==> config.mk <==
export PLATFORM = sky130hd
export DESIGN_NAME = game_flow_ctrl
export DESIGN_NICKNAME = d
export VERILOG_FILES = /design/src/rtl/game_pkg.sv /design/src/rtl/game_flow_ctrl_hp_tracker.sv /design/src/rtl/game_flow_ctrl.sv
export SDC_FILE = /design/constraint.sdc
export NUM_CORES = 1
export LEC_CHECK = 0
export ABC_AREA = 1
export CORE_ASPECT_RATIO = 0.6
export CORE_MARGIN = 2
export CORE_UTILIZATION = 51
export CTS_BUF_LIST = sky130_fd_sc_hd__clkbuf_4 sky130_fd_sc_hd__clkbuf_8
export CTS_CLUSTER_SIZE = 14
export DETAILED_ROUTE_END_ITERATION = 10
export PLACE_DENSITY = 0.88
export SYNTH_ARGS = -nofsm -noshare
export SYNTH_HDL_FRONTEND = slang
export SYNTH_SLANG_ARGS = --single-unit
==> constraint.sdc <==
create_clock -name i_clk -period 1.9 [get_ports i_clk]
set_clock_uncertainty 0.05 [all_clocks]
set_input_delay 0.38 -clock i_clk [delete_from_list [all_inputs] [get_ports i_clk]]
set_output_delay 0.38 -clock i_clk [all_outputs]
set_load 0.01 [all_outputs]
==> src/rtl/game_pkg.sv <==
// Shared types and defaults for the match sequencer and the compositor it feeds.
package game_pkg;

   localparam int HP_WIDTH            = 3;
   localparam int HP_INIT             = 5;
   localparam int START_HOLD_FRAMES   = 120;
   localparam int RESULT_HOLD_FRAMES  = 180;
   localparam int HIT_COOLDOWN_FRAMES = 30;

   typedef enum logic [1:0] {
      PHASE_IDLE   = 2'd0,
      PHASE_START  = 2'd1,
      PHASE_PLAY   = 2'd2,
      PHASE_RESULT = 2'd3
   } GamePhase;

   typedef enum logic [3:0] {
      OBJECT_MAP           = 4'd0,
      OBJECT_IDLE_BG       = 4'd1,
      OBJECT_START_BG      = 4'd2,
      OBJECT_START_CAPTION = 4'd3,
      OBJECT_WIN_CAPTION   = 4'd4,
      OBJECT_LOSE_CAPTION  = 4'd5
   } ObjectID;

endpackage

==> src/rtl/game_flow_ctrl_hp_tracker.sv <==
// One player's HP register with hit cooldown; hp_next exposes the value being
// written this edge so the sequencer can react to a lethal hit on the same edge.
import game_pkg::*;

module hp_tracker #(
   parameter int HP_INIT_VAL   = HP_INIT,
   parameter int COOLDOWN_FRMS = HIT_COOLDOWN_FRAMES
) (
   input  logic                clk,
   input  logic                rst,
   input  logic                load,
   input  logic                en,
   input  logic                hit,
   input  logic                shield,
   input  logic                frame_tick,
   output logic [HP_WIDTH-1:0] hp,
   output logic [HP_WIDTH-1:0] hp_next
);

   localparam int CW = (COOLDOWN_FRMS > 0) ? $clog2(COOLDOWN_FRMS + 1) : 1;

   logic [HP_WIDTH-1:0] hp_q, hp_d;
   logic [CW-1:0]       cool_q, cool_d;
   logic                accept;

   assign accept = en && hit && !shield && (cool_q == '0);

   always_comb begin
      hp_d   = hp_q;
      cool_d = cool_q;
      if (load) begin
         hp_d   = HP_WIDTH'(HP_INIT_VAL);
         cool_d = '0;
      end else if (accept) begin
         // A freshly loaded cooldown is not ticked down on the edge it loads.
         if (hp_q != '0) hp_d = hp_q - 1'b1;
         cool_d = CW'(COOLDOWN_FRMS);
      end else if (frame_tick && (cool_q != '0)) begin
         cool_d = cool_q - 1'b1;
      end
   end

   always_ff @(posedge clk) begin
      if (rst) begin
         hp_q   <= HP_WIDTH'(HP_INIT_VAL);
         cool_q <= '0;
      end else begin
         hp_q   <= hp_d;
         cool_q <= cool_d;
      end
   end

   assign hp      = hp_q;
   assign hp_next = hp_d;

endmodule

==> src/rtl/game_flow_ctrl.sv <==
// Match phase sequencer: IDLE/START/PLAY/RESULT, HP tracking and render select.
import game_pkg::*;

module game_flow_ctrl #(
   parameter int START_HOLD_FRAMES   = game_pkg::START_HOLD_FRAMES,
   parameter int RESULT_HOLD_FRAMES  = game_pkg::RESULT_HOLD_FRAMES,
   parameter int HP_INIT             = game_pkg::HP_INIT,
   parameter int HIT_COOLDOWN_FRAMES = game_pkg::HIT_COOLDOWN_FRAMES
) (
   input  logic                i_clk,
   input  logic                i_rst,
   input  logic                i_frame_tick,
   input  logic                i_start_btn,
   input  logic                i_p1_hit,
   input  logic                i_p2_hit,
   input  logic                i_p1_shield,
   input  logic                i_p2_shield,
   output logic [1:0]          o_phase,
   output logic [HP_WIDTH-1:0] o_p1_hp,
   output logic [HP_WIDTH-1:0] o_p2_hp,
   output logic [1:0]          o_winner,
   output logic                o_play_en,
   output logic                o_round_reset,
   output logic [3:0]          o_bg_object,
   output logic [3:0]          o_caption_object,
   output logic                o_caption_valid
);

   localparam int MAX_HOLD = (START_HOLD_FRAMES > RESULT_HOLD_FRAMES) ?
                             START_HOLD_FRAMES : RESULT_HOLD_FRAMES;
   localparam int CNT_W    = $clog2(MAX_HOLD + 1);
   localparam logic [CNT_W-1:0] START_LAST  = CNT_W'(START_HOLD_FRAMES - 1);
   localparam logic [CNT_W-1:0] RESULT_LAST = CNT_W'(RESULT_HOLD_FRAMES - 1);

   GamePhase         state_q, state_d;
   logic [CNT_W-1:0] cnt_q, cnt_d;
   logic [1:0]       winner_q, winner_d;
   logic             btn_prev_q, btn_prev_d;
   logic             play_en_q, play_en_d;
   logic             round_reset_q, round_reset_d;
   ObjectID          bg_q, bg_d, cap_q, cap_d;
   logic             cap_valid_q, cap_valid_d;

   logic                press, load, play;
   logic                p1_dead, p2_dead;
   logic [HP_WIDTH-1:0] p1_hp_next, p2_hp_next;

   assign press   = i_start_btn && !btn_prev_q;
   assign load    = (state_q == PHASE_IDLE) && press;
   assign play    = (state_q == PHASE_PLAY);
   assign p1_dead = (p1_hp_next == '0);
   assign p2_dead = (p2_hp_next == '0);

   hp_tracker #(.HP_INIT_VAL(HP_INIT), .COOLDOWN_FRMS(HIT_COOLDOWN_FRAMES)) u_p1 (
      .clk(i_clk), .rst(i_rst), .load(load), .en(play), .hit(i_p1_hit),
      .shield(i_p1_shield), .frame_tick(i_frame_tick),
      .hp(o_p1_hp), .hp_next(p1_hp_next)
   );

   hp_tracker #(.HP_INIT_VAL(HP_INIT), .COOLDOWN_FRMS(HIT_COOLDOWN_FRAMES)) u_p2 (
      .clk(i_clk), .rst(i_rst), .load(load), .en(play), .hit(i_p2_hit),
      .shield(i_p2_shield), .frame_tick(i_frame_tick),
      .hp(o_p2_hp), .hp_next(p2_hp_next)
   );

   always_comb begin
      state_d       = state_q;
      winner_d      = winner_q;
      btn_prev_d    = i_start_btn;
      round_reset_d = load;
      unique case (state_q)
         PHASE_IDLE: if (load) begin
            state_d  = PHASE_START;
            winner_d = 2'b00;
         end
         PHASE_START:
            if (i_frame_tick && (cnt_q == START_LAST)) state_d = PHASE_PLAY;
         PHASE_PLAY: if (p1_dead || p2_dead) begin
            state_d  = PHASE_RESULT;
            winner_d = {p1_dead, p2_dead};   // the surviving side wins; both dead is a draw
         end
         PHASE_RESULT:
            if (i_frame_tick && (cnt_q == RESULT_LAST)) state_d = PHASE_IDLE;
         default: state_d = PHASE_IDLE;
      endcase

      cnt_d = cnt_q;
      if (state_d != state_q) cnt_d = '0;
      else if (i_frame_tick)  cnt_d = cnt_q + 1'b1;

      play_en_d   = (state_d == PHASE_PLAY);
      bg_d        = OBJECT_MAP;
      cap_d       = OBJECT_MAP;
      cap_valid_d = 1'b0;
      unique case (state_d)
         PHASE_IDLE:  bg_d = OBJECT_IDLE_BG;
         PHASE_START: begin
            bg_d        = OBJECT_START_BG;
            cap_d       = OBJECT_START_CAPTION;
            cap_valid_d = 1'b1;
         end
         PHASE_RESULT: begin
            cap_d       = (winner_d == 2'b01) ? OBJECT_WIN_CAPTION : OBJECT_LOSE_CAPTION;
            cap_valid_d = 1'b1;
         end
         default: bg_d = OBJECT_MAP;
      endcase
   end

   always_ff @(posedge i_clk) begin
      if (i_rst) begin
         state_q       <= PHASE_IDLE;
         cnt_q         <= '0;
         winner_q      <= 2'b00;
         btn_prev_q    <= 1'b1;
         play_en_q     <= 1'b0;
         round_reset_q <= 1'b0;
         bg_q          <= OBJECT_IDLE_BG;
         cap_q         <= OBJECT_MAP;
         cap_valid_q   <= 1'b0;
      end else begin
         state_q       <= state_d;
         cnt_q         <= cnt_d;
         winner_q      <= winner_d;
         btn_prev_q    <= btn_prev_d;
         play_en_q     <= play_en_d;
         round_reset_q <= round_reset_d;
         bg_q          <= bg_d;
         cap_q         <= cap_d;
         cap_valid_q   <= cap_valid_d;
      end
   end

   assign o_phase          = state_q;
   assign o_winner         = winner_q;
   assign o_play_en        = play_en_q;
   assign o_round_reset    = round_reset_q;
   assign o_bg_object      = bg_q;
   assign o_caption_object = cap_q;
   assign o_caption_valid  = cap_valid_q;

endmodule
==> impl_metrics.csv, run 1 <==
group,metric,value,unit
critical_path,crit_path_max_fanout,8,
run_status,status,"finished, final reports clean",
hold_path,hold_path_startpoint,"u_p1.cool_q[0]$_SDFFE_PP0P_",
sta,setup_viol_count_final,0,
critical_path,r2r_start,"u_p2.hp[0]$_SDFF_PP1_",
clock_tree,clk_pin_slew_worst_paths,0.07,ns
detailed_routing,firstDrtPassIters,4,
layout,final_cell_mix,"nand2_1 (37), inv_1 (33), dfxtp_1 (29)",
floorplan,die_w,85.3,um
detailed_routing,drc,0,
layout,layout_commonest_cell,"nand2_1",
critical_path,rrSetupSlack,0.04,ns
synth,synth_top_cell_area_share,0.356,
synth,async_flop_share,0,
power,p_per_area,1020,nW/um^2
synth,synth_xor_area_frac,0.0389,
sta,max_clock_freq,537,MHz
critical_path,critPathKind,"flop to flop",
layout,final_util,0.727,
power,p_seq_frac,0.343,
sta,finalSetupTns,0,ns
grt,grt_max_degree,12,
sta,rsz0062_at_grt,"yes",
floorplan,pin_count,29,
critical_path,worstPathArrival,2.00,ns
synth,synth_cell_types,33,
sta,fin_crit_sh,0.981,
synth,synth_cells,263,
sta,hold_viol_final,0,
place,placed_area,2450,sq um
grt,grt_pass1_vias,1670,
hold_path,hp-class,"flop to flop",
place,io_buffers,25,
synth,synth_seq_cells,36,
sta,fin_hold_ws,0.417,ns
critical_path,crit_start,"u_p2.hp[0]$_SDFF_PP1_",
layout,area_delta_synth_final,34.5,%
power,ir_drop,0.000868,V
synth,syn-cell-area,2020,sq um
power,switching_share,0.380,
grt,grt_overflow,0,
clock_tree,cts_max_path_buffers,2,
synth,synth.area.mux_share,0.00494,
detailed_routing,wl_per_cell,12.9,um
synth,synth_top_flop_cell,"dfxtp_1",
floorplan,dieArea,4510,sq um
clock_tree,cts_tree,"built",
synth,synth_area_leader_cell,"dfxtp_1",
synth,synth_compound_area_frac,0.0612,
grt,grt_pass1_wl,7390,um
power,internal_power,1.72,mW
floorplan,fp-row-count,17,
place,dpl.hpwl,3260,um
grt,antenna_found_initial,0,
clock_tree,clock_latency,0.30,ns
detailed_routing,ant_nets,0,
clock_tree,cts.sinks,36,
layout,final_nets,334,
place,gp_congestion,0.903,
sta,min_period,1.86,ns
synth,yosysSeqAreaShare,0.356,
power,pwr-share-clk,0.252,
power,p_sw,1.06,mW
layout,antenna_cells,0,
synth,synth.area.top_cells,"dfxtp_1 (36%), inv_1 (7.8%), nand2_1 (7.8%)",
detailed_routing,vias,1816,
clock_tree,cts-buffers-inserted,5,
critical_path,crit_required,2.04,ns
synth,syn_area_per_cell,7.70,sq um
floorplan,chipHeight,52.8,um
power,design_power_total,2.78,mW
floorplan,core,3740,sq um
clock_tree,cts_max_level,2,
synth,synth-edff-count,0,
layout,fin_area,2720,sq um
power,cellLeakagePower,1.26,nW
clock_tree,cts_root_buf,"clkbuf_8",
synth,yosysWarnings,0,
synth,synth_top_family_by_area,"simple AND/OR/NAND/NOR gates",
floorplan,start_util,0.541,
synth,post_synth_fa_ha_maj_area_fraction,0.0680,
detailed_routing,drt-initial-drc-count,81,
critical_path,cp-start-kind,"flop",
detailed_routing,avgViaCountPerCell,5.00,
run,cap_violations,0,
grt,grtUsageTotal,0.218,
critical_path,end_kind,"flop",
detailed_routing,routed_wl,4680,um
synth,yosys.area_share.simple,0.357,
layout,drive_gt1_frac,0.332,
power,power_frac_comb,0.405,
sta,slew_violations,0,
==> power groups by stage <==
| stage | logic, mW | clock network, mW | registers (mW) |
|---|---|---|---|
| after floorplan | 0.754 | 0 | 0.942 |
| after global placement | 0.971 | 0 | 0.951 |
| after detailed placement | 1.00 | 0 | 0.954 |
| after CTS | 1.04 | 0.706 | 0.942 |
| after global routing | 1.27 | 0.735 | 0.962 |
| final | 1.13 | 0.699 | 0.953 |
==> state kept, by name, summed over array words and instances (netlist names) <==
signal / count
o_caption_object: 2
o_caption_valid: 1
cnt_q: 8
o_play_en: 1
u_p1.cool_q: 5
o_phase: 2
u_p2.cool_q: 5
o_round_reset: 1
o_winner: 2
u_p2.hp: 3
btn_prev_q: 1
o_bg_object: 2
u_p1.hp: 3
==> layout make-up <==
type                       instances  area (sq um)
inverter                          49           186
multi-input combinational        174          1200
clock inverter                     2          35.0
fill                             270          1020
timing repair buffer              49           433
clock buffer                       6          76.3
tap                               47          58.8
sequential                        36           729
==> cell usage after synthesis (all sizes together), types with 2 or more instances <==
cell    count
dfxtp      36
nor2       44
nor3        5
o21ai      11
a21oi       2
nand4       5
nand3      23
inv        49
xnor2       3
xor2        6
buf         5
a211oi      5
ha         11
nand2      51
==> path summary, 6_finish.rpt <==
| check | to | depth (start not counted) |
|---|---|---|
| max | cnt_q[6]$_SDFFE_PP0P_ | 15 |
| min | u_p1.cool_q[0]$_SDFFE_PP0P_ | 1 |
| max reg2reg | cnt_q[6]$_SDFFE_PP0P_ | 15 |
| min reg2reg | u_p1.cool_q[0]$_SDFFE_PP0P_ | 1 |
==> repair_timing <==
item / CTS / global route
gates cloned: 0 / 0
setup endpoints to repair: 13 / 17
resized for setup: 15 / 26
hold buffers: 0 / 0
setup buffers: 1 / 3
pin swaps: 5 / 13
==> critical path, stage by stage (launching register included) <==
cell	delay (ns)
dfxtp_2	0.34
inv_2	0.04
ha_4	0.16
ha_4	0.16
inv_2	0.05
nand2_1	0.05
o21ai_1	0.09
nand3_1	0.10
nand3_2	0.11
nand3_4	0.11
nand2_2	0.08
nand2_2	0.06
nand3_4	0.08
nand3_4	0.09
nand2_8	0.12
nor2_2	0.04
==> metal layers <==
metal / part of all wire / vias to the layer above / wire length (um) / global-route usage
met5: 0 / - / 0 / 0
li1: - / 919 / - / -
met1: 0.46 / 834 / 2140 / 0.277
met4: 0.021 / 0 / 99 / 0.103
met2: 0.45 / 51 / 2130 / 0.340
met3: 0.067 / 12 / 315 / 0.0677
==> through the flow <==
step | setup WS, ns | std cells
after global routing | -0.0981 | 363
after floorplan | 0.0167 | 265
after detailed placement | -0.250 | 351
final | 0.0364 | 363
after CTS | 0.00361 | 360
after global placement | -0.190 | 351
==> kinds of logic (layout without fill, tap and decap cells) <==
kind of cell / after synthesis / after routing
flip-flops: 36 / 36
XOR/XNOR: 9 / 9
AO/OA/AOI/OAI: 21 / 21
other: 1 / 3
multiplexers: 1 / 1
buffers and inverters: 55 / 106
AND/OR/NAND/NOR: 129 / 129
adder cells (fa/ha/maj): 11 / 11
No activity file was read; power rests on OpenSTA's default activity.
==> run 2, diff against run 1 <==
- HOLD_SLACK_MARGIN: unset -> 0.02
==> results of run 2 <==
Same layout as run 1: the final DEF is identical, and so are final timing and power.
